`config.mk`:
```
export PLATFORM = sky130hd
export DESIGN_NAME = i2c_pcf8574_target
export DESIGN_NICKNAME = d
export VERILOG_FILES = /design/src/rtl/i2c_pkg.sv /design/src/rtl/i2c_line_sync.sv /design/src/rtl/i2c_pcf8574_target.sv
export SDC_FILE = /design/constraint.sdc
export NUM_CORES = 1
export LEC_CHECK = 0
export BUFFER_PORTS_ARGS = -buffer_cell sky130_fd_sc_hd__buf_2
export CAP_MARGIN = 40
export CORE_MARGIN = 3
export CORE_UTILIZATION = 50
export DETAILED_ROUTE_END_ITERATION = 12
export GPL_ROUTABILITY_DRIVEN = 0
export PLACE_DENSITY = 0.73
export SYNTH_ARGS = -nofsm -noshare
export SYNTH_HDL_FRONTEND = slang
export SYNTH_SLANG_ARGS = --single-unit
```
`constraint.sdc`:
```
create_clock -name clk -period 2.2 [get_ports clk]
set_clock_uncertainty 0.2 [all_clocks]
set_input_delay 0.11 -clock clk [delete_from_list [all_inputs] [get_ports clk]]
set_output_delay 0.11 -clock clk [all_outputs]
set_load 0.01 [all_outputs]
```
`src/rtl/i2c_pkg.sv`:
```
// i2c_pkg
// Shared I2C definitions used by both the I2C master and the PCF8574-style
// target: the target state encoding and the open-drain SDA level names.
// No ports (package).
package i2c_pkg;

    // Target receive/transmit phases.
    typedef enum logic [2:0] {
        ST_IDLE,
        ST_ADDR,
        ST_ADDR_ACK,
        ST_WRITE,
        ST_WRITE_ACK,
        ST_READ,
        ST_READ_ACK,
        ST_IGNORE
    } i2c_tgt_state_e;

    // SDA level during the ninth (acknowledge) bit.
    localparam logic I2C_ACK  = 1'b0;
    localparam logic I2C_NACK = 1'b1;

    // Open-drain "not driving" value.
    localparam logic I2C_RELEASE = 1'b1;

endpackage

```
`src/rtl/i2c_line_sync.sv`:
```
// i2c_line_sync
// Brings one asynchronous bus line into the clk domain through a 2-FF
// synchronizer and keeps one extra history sample for edge detection.
// Ports:
//   clk     in   system clock
//   line_in in   raw bus level (asynchronous)
//   level   out  synchronized level
//   rise    out  one-cycle pulse on a synchronized 0->1 transition
//   fall    out  one-cycle pulse on a synchronized 1->0 transition
// The flops are deliberately not reset: they keep tracking the real bus
// during and after reset, so releasing reset can never fabricate an edge
// (and hence a false START/STOP) out of a forced value.
module i2c_line_sync (
    input  logic clk,
    input  logic line_in,
    output logic level,
    output logic rise,
    output logic fall
);

    logic meta_q, meta_d;
    logic sync_q, sync_d;
    logic hist_q, hist_d;

    always_comb begin
        meta_d = line_in;
        sync_d = meta_q;
        hist_d = sync_q;
    end

    always_ff @(posedge clk) begin
        meta_q <= meta_d;
        sync_q <= sync_d;
        hist_q <= hist_d;
    end

    assign level = sync_q;
    assign rise  = sync_q & ~hist_q;
    assign fall  = ~sync_q & hist_q;

endmodule

```
`src/rtl/i2c_pcf8574_target.sv`:
```
// i2c_pcf8574_target
// I2C target modelling a PCF8574 8-bit quasi-bidirectional I/O expander.
// Written bytes are latched onto port_out; reads return port_in.
// Ports:
//   clk       in   system clock (>= 8x SCL rate)
//   reset     in   synchronous active-high reset
//   scl_in    in   bus SCL level (asynchronous)
//   sda_in    in   bus SDA level (asynchronous)
//   scl_out   out  open-drain SCL drive, always released (no stretching)
//   sda_out   out  open-drain SDA drive (0 = pull low, 1 = release)
//   port_out  out  last byte written to this target
//   port_wr   out  one-cycle strobe when port_out updates
//   port_in   in   byte returned on reads
//   busy      out  high from our address ACK until START or STOP
module i2c_pcf8574_target #(
    parameter logic [6:0] ADDR       = 7'h27,
    parameter logic [7:0] PORT_RESET = 8'hFF
) (
    input  logic       clk,
    input  logic       reset,
    input  logic       scl_in,
    input  logic       sda_in,
    output logic       scl_out,
    output logic       sda_out,
    output logic [7:0] port_out,
    output logic       port_wr,
    input  logic [7:0] port_in,
    output logic       busy
);
    import i2c_pkg::*;

    logic scl_lvl, scl_rise, scl_fall;
    logic sda_lvl, sda_rise, sda_fall;

    i2c_line_sync u_scl_sync (
        .clk     (clk),
        .line_in (scl_in),
        .level   (scl_lvl),
        .rise    (scl_rise),
        .fall    (scl_fall)
    );

    i2c_line_sync u_sda_sync (
        .clk     (clk),
        .line_in (sda_in),
        .level   (sda_lvl),
        .rise    (sda_rise),
        .fall    (sda_fall)
    );

    i2c_tgt_state_e state_q, state_d;
    logic [7:0]     shift_q, shift_d;
    logic [3:0]     cnt_q, cnt_d;
    logic           sda_q, sda_d;
    logic [7:0]     port_q, port_d;
    logic           port_wr_q, port_wr_d;
    logic           busy_q, busy_d;
    logic           ack_phase_q, ack_phase_d;

    logic       scl_stable_high;
    logic       start_det;
    logic       stop_det;
    logic [7:0] rx_byte;

    // SCL high and not rising means it was high in the previous sample too,
    // so an SCL edge always wins over a simultaneous SDA edge.
    assign scl_stable_high = scl_lvl & ~scl_rise;
    assign start_det       = sda_fall & scl_stable_high;
    assign stop_det        = sda_rise & scl_stable_high;
    assign rx_byte         = {shift_q[6:0], sda_lvl};

    // Next-state logic. START/STOP override whatever phase we are in.
    // ack_phase marks the second half of an ACK slot: in ADDR_ACK and
    // WRITE_ACK it means "ACK is being driven"; in READ_ACK it means
    // "master ACKed, send the next byte at the coming falling edge".
    // For reads, cnt counts bits already placed on SDA.
    always_comb begin
        state_d     = state_q;
        shift_d     = shift_q;
        cnt_d       = cnt_q;
        sda_d       = sda_q;
        port_d      = port_q;
        port_wr_d   = 1'b0;
        busy_d      = busy_q;
        ack_phase_d = ack_phase_q;

        if (start_det) begin
            state_d = ST_ADDR;
            cnt_d   = 4'd0;
            sda_d   = I2C_RELEASE;
            busy_d  = 1'b0;
        end else if (stop_det) begin
            state_d = ST_IDLE;
            sda_d   = I2C_RELEASE;
            busy_d  = 1'b0;
        end else begin
            case (state_q)
                ST_IDLE: begin
                end

                ST_ADDR: begin
                    if (scl_rise) begin
                        shift_d = rx_byte;
                        cnt_d   = cnt_q + 4'd1;
                        if (cnt_q == 4'd7) begin
                            ack_phase_d = 1'b0;
                            state_d     = (rx_byte[7:1] == ADDR) ? ST_ADDR_ACK : ST_IGNORE;
                        end
                    end
                end

                // shift_q still holds the address byte here, so bit 0 is R/W.
                ST_ADDR_ACK, ST_WRITE_ACK: begin
                    if (scl_fall) begin
                        if (!ack_phase_q) begin
                            sda_d       = I2C_ACK;
                            ack_phase_d = 1'b1;
                            if (state_q == ST_ADDR_ACK) begin
                                busy_d = 1'b1;
                            end
                        end else begin
                            ack_phase_d = 1'b0;
                            cnt_d       = 4'd0;
                            if (state_q == ST_WRITE_ACK || !shift_q[0]) begin
                                sda_d   = I2C_RELEASE;
                                state_d = ST_WRITE;
                            end else begin
                                shift_d = port_in;
                                sda_d   = port_in[7];
                                cnt_d   = 4'd1;
                                state_d = ST_READ;
                            end
                        end
                    end
                end

                ST_WRITE: begin
                    if (scl_rise) begin
                        shift_d = rx_byte;
                        cnt_d   = cnt_q + 4'd1;
                        if (cnt_q == 4'd7) begin
                            port_d      = rx_byte;
                            port_wr_d   = 1'b1;
                            ack_phase_d = 1'b0;
                            state_d     = ST_WRITE_ACK;
                        end
                    end
                end

                ST_READ: begin
                    if (scl_fall) begin
                        if (cnt_q == 4'd8) begin
                            sda_d       = I2C_RELEASE;
                            ack_phase_d = 1'b0;
                            state_d     = ST_READ_ACK;
                        end else begin
                            shift_d = {shift_q[6:0], 1'b0};
                            sda_d   = shift_q[6];
                            cnt_d   = cnt_q + 4'd1;
                        end
                    end
                end

                ST_READ_ACK: begin
                    if (scl_rise && !ack_phase_q) begin
                        if (sda_lvl == I2C_ACK) begin
                            ack_phase_d = 1'b1;
                        end else begin
                            state_d = ST_IGNORE;
                        end
                    end else if (scl_fall && ack_phase_q) begin
                        shift_d     = port_in;
                        sda_d       = port_in[7];
                        cnt_d       = 4'd1;
                        ack_phase_d = 1'b0;
                        state_d     = ST_READ;
                    end
                end

                ST_IGNORE: begin
                end

                default: begin
                    state_d = ST_IDLE;
                    sda_d   = I2C_RELEASE;
                end
            endcase
        end
    end

    always_ff @(posedge clk) begin
        if (reset) begin
            state_q     <= ST_IDLE;
            shift_q     <= 8'h00;
            cnt_q       <= 4'd0;
            sda_q       <= I2C_RELEASE;
            port_q      <= PORT_RESET;
            port_wr_q   <= 1'b0;
            busy_q      <= 1'b0;
            ack_phase_q <= 1'b0;
        end else begin
            state_q     <= state_d;
            shift_q     <= shift_d;
            cnt_q       <= cnt_d;
            sda_q       <= sda_d;
            port_q      <= port_d;
            port_wr_q   <= port_wr_d;
            busy_q      <= busy_d;
            ack_phase_q <= ack_phase_d;
        end
    end

    assign scl_out  = 1'b1;
    assign sda_out  = sda_q;
    assign port_out = port_q;
    assign port_wr  = port_wr_q;
    assign busy     = busy_q;

endmodule

```
==> results.txt <==
----------------------------------------------------
[Power]
  Switching share of power ... 0.431
  Sequential share of power ... 0.360
  Leakage power ... 0.791 nW
  Max IR drop VDD ... 0.000633 V
  Clock network power share ... 0.150
  Design internal power ... 1.30 mW
  Power spent charging and discharging nets ... 0.987 mW
  Cell area power density ... 1080 mW/mm^2
  Combinational power share ... 0.490

[Clock network]
  CTS tree ... done
  Buffer cell driving the clock tree root ... clkbuf_4
  Clk Latency, worst-skew pair ... 0.34 ns
  Number of post-CTS setup repair buffers ... 0
  Level count of the clock H-tree ... 2
  Clock edge transition at the registers on the reported setup and hold paths ... 0.11 ns
  TritonCTS Buffers ... 5
  Buffer levels on the longest clock path ... 2
  Num Clock Sinks ... 32

[Route]
  DRC violations left ... 0
  Post-Route WL ... 4380 um
  Count of routing violations after the opening detailed-route iteration ... 75
  Via total after detailed routing ... 1717
  Final antenna-violating net count ... 0
  Per-cell via count in the routed design ... 5.78
  Drt first pass iters ... 4
  Wire per inst ... 14.7 um

[Synthesis]
  Number of flops mapped to enable cells by yosys ... 0
  Post-synthesis net count ... 225
  Yosys warning count ... 0
  Sequential area share after synthesis ... 0.358
  Average footprint of a synthesized cell ... 8.48 sq um
  Post-synthesis cell area ... 0.00179 sq mm
  Predominant post-synthesis flop cell ... dfxtp_1
  Number of distinct library cells after synthesis ... 56
  Number of storage elements in the synthesis netlist ... 32
  Async set-reset flop share out of synthesis ... 0
  Gate count after technology mapping ... 211

[Critical path]
  Startpoint types ... register
  WP data required ... 2.28 ns
  Origin of the critical flop-to-flop path ... cnt_q[0]
  Number of cells traversed by the worst register-to-register path ... 6
  Worst reg2reg setup slack ... 0.15 ns
  Beginning of the critical path ... cnt_q[0]
  Critical Setup Path Class ... register to register
  Peak fanout along the critical path ... 6
  Arrival time reported for the critical path endpoint ... 2.13 ns
  CP Capture Type ... register

[Cells and area]
  Final net count ... 264
  Post-layout instance count excluding filler cells ... 297
  Fraction of final layout cells sized beyond drive strength 1 ... 0.243
  Number of diodes ... 0
  Syn-to-layout area delta ... 18.6%

[Worst hold path]
  Worst min path class ... register to register
  Count of cells along the worst hold path ... 0
  Hold Path Origin ... u_scl_sync.meta_q

[Die]
  Initial core utilization ... 0.528
  IO Pins ... 24
  Placeable core region ... 0.00339 sq mm
  Vertical die dimension ... 65.8 um
  Die outline area ... 0.00433 sq mm
  Die Span X ... 65.8 um
  Number of placement rows ... 21

[GRT]
  Maximum number of pins on one net before global-route repair ... 21
  Met3 routing resource usage after global routing ... 0.0578
  Wire length of the first global-routing pass ... 7380 um
  Overflow left after global routing ... 0
  Antenna violations before repair ... 0
  Vias in the first global route ... 1582
  Gr usage total ... 0.221
  Met1 layer usage reported by global route ... 0.294
  GRT met2 Usage ... 0.325
  Busiest metal layer after global routing ... met2

[Placement]
  HPWL after detailed placement ... 3100 um
  Placement Setup Slack ... 0.147 ns
  Buffers added on ports ... 22
  Placed Cells ... 279

[Timing]
  Highest attainable clock frequency ... 0.488 GHz
  Final setup viols ... 0
  Worst rel slew slack ... 0.600
  Hold Vio Cnt, Final ... 0
  Post-layout min period ... 2.05 ns
  Slew at the pin closest to its max-slew limit ... 0.585 ns
  Slew Viols, Final ... 0
  Final critical-path setup slack ... 0.149 ns
  Final clock period utilization by the worst path ... 0.932

[Run status]
  Outcome ... completed

[Flow run]
  Max-cap viol count ... 0

----------------------------------------------------
[worst max-delay path, stage by stage (launching register included)]
cell and delay [ns]:
dfxtp_2 0.39, ha_1 0.21, and3b_1 0.23, o22ai_1 0.13, a31o_1 0.21, or4_1 0.49
a21oi_1 0.13
[sequential cells by signal (all words and copies together) (netlist names)]
signal and cells:
u_sda_sync.hist_q 1, u_scl_sync.meta_q 1, port_out 8, ack_phase_q 1, u_scl_sync.hist_q 1, sda_out 1
state_q 3, busy 1, shift_q 7, port_wr 1, cnt_q 4, u_sda_sync.level 1
u_sda_sync.meta_q 1, u_scl_sync.level 1
[layout by cell type (no fill, tap or decap), types with 3 or more instances in the layout]
| cell | n |
|---|---|
| a211o_1 | 8 |
| nor2b_1 | 4 |
| o211ai_1 | 3 |
| nor2_1 | 19 |
| nand2_1 | 14 |
| inv_1 | 12 |
| buf_4 | 14 |
| a31oi_1 | 10 |
| a21oi_1 | 8 |
| dfxtp_1 | 30 |
| nor3_1 | 4 |
| clkbuf_4 | 5 |
| buf_2 | 22 |
| dlygate4sd3_1 | 10 |
| nand2b_1 | 6 |
| o21ai_0 | 11 |
| nand3_1 | 7 |
| a311oi_2 | 6 |
[stage by stage]
step                      power [mW]  setup TNS, ns  utilization  area, sq um  hold WS (ns)
after floorplan                 1.64              0            -         1790       -0.0623
after detailed placement        1.92              0        0.579         1960        0.0146
after CTS                       2.28              0        0.625         2120         0.132
after global placement          1.91              0        0.579         1960        0.0128
final                           2.29              0        0.626         2120         0.136
after global routing            2.48       -0.00885        0.626         2120         0.153
[layout make-up]
cell class              count  area [sq um]
clock buffers               5          37.5
clock inverters             3          18.8
fillers                   291          1270
inverters                  12          45.0
multi-input cells         153          1000
flip-flops and latches     32           643
well taps                  46          57.6
repair buffers             46           315
[power by group through the flow]
stage	clock network [mW]	registers (mW)	logic, mW
global route	0.375	0.847	1.25
CTS	0.355	0.815	1.11
finish	0.344	0.824	1.12
floorplan	0	0.779	0.861
global placement	0	0.827	1.08
detailed placement	0	0.828	1.09
[logic make-up after synthesis]
family                   synth area share
flip-flops                          0.358
AO/OA/AOI/OAI                       0.301
adder cells (fa/ha/maj)            0.0140
other                             0.00210
AND/OR/NAND/NOR                     0.239
XOR/XNOR                          0.00490
buffers and inverters              0.0811
[metal layers]
metal  vias to the layer above  wire [um]
met4                         0        131
met5                         -          0
li1                        854          -
met1                       784       2000
met2                        65       1990
met3                        14        257
[cells in the mapped netlist (2+ instances only)]
master	instances	share of area
dfxtp_1	32	0.36
nor2_1	19	0.040
nand2_1	14	0.029
inv_1	12	0.025
o21ai_0	11	0.031
a31oi_1	10	0.035
a211o_1	8	0.039
a21oi_1	8	0.022
nand3_1	7	0.020
a311oi_2	6	0.050
nand2b_1	6	0.021
buf_2	5	0.014
nor2b_1	4	0.014
nor3_1	4	0.011
and3_1	3	0.010
buf_6	3	0.019
clkbuf_1	3	0.0063
o211ai_1	3	0.013
a211oi_1	2	0.0084
a21o_1	2	0.0084
and3b_1	2	0.0098
buf_4	2	0.0084
ha_1	2	0.014
nand4_1	2	0.0070
nor4_1	2	0.0070
o21a_1	2	0.0084
o21ai_1	2	0.0056
o21ai_2	2	0.0098
o22ai_1	2	0.0070
o31ai_1	2	0.0084
or2_2	2	0.0070
or3b_1	2	0.0098
or4_1	2	0.0084
[worst paths after layout]
path	to
hold reg to reg	u_scl_sync.level
hold / removal	u_scl_sync.level
setup / recovery	ack_phase_q
setup reg to reg	ack_phase_q
[what timing repair did]
item / CTS / global route
hold buffers: 10 / 0
hold endpoints to repair: 11 / 0
setup endpoints to repair: 0 / 7
resized for setup: 0 / 3
(Power assumes the default switching activity.)
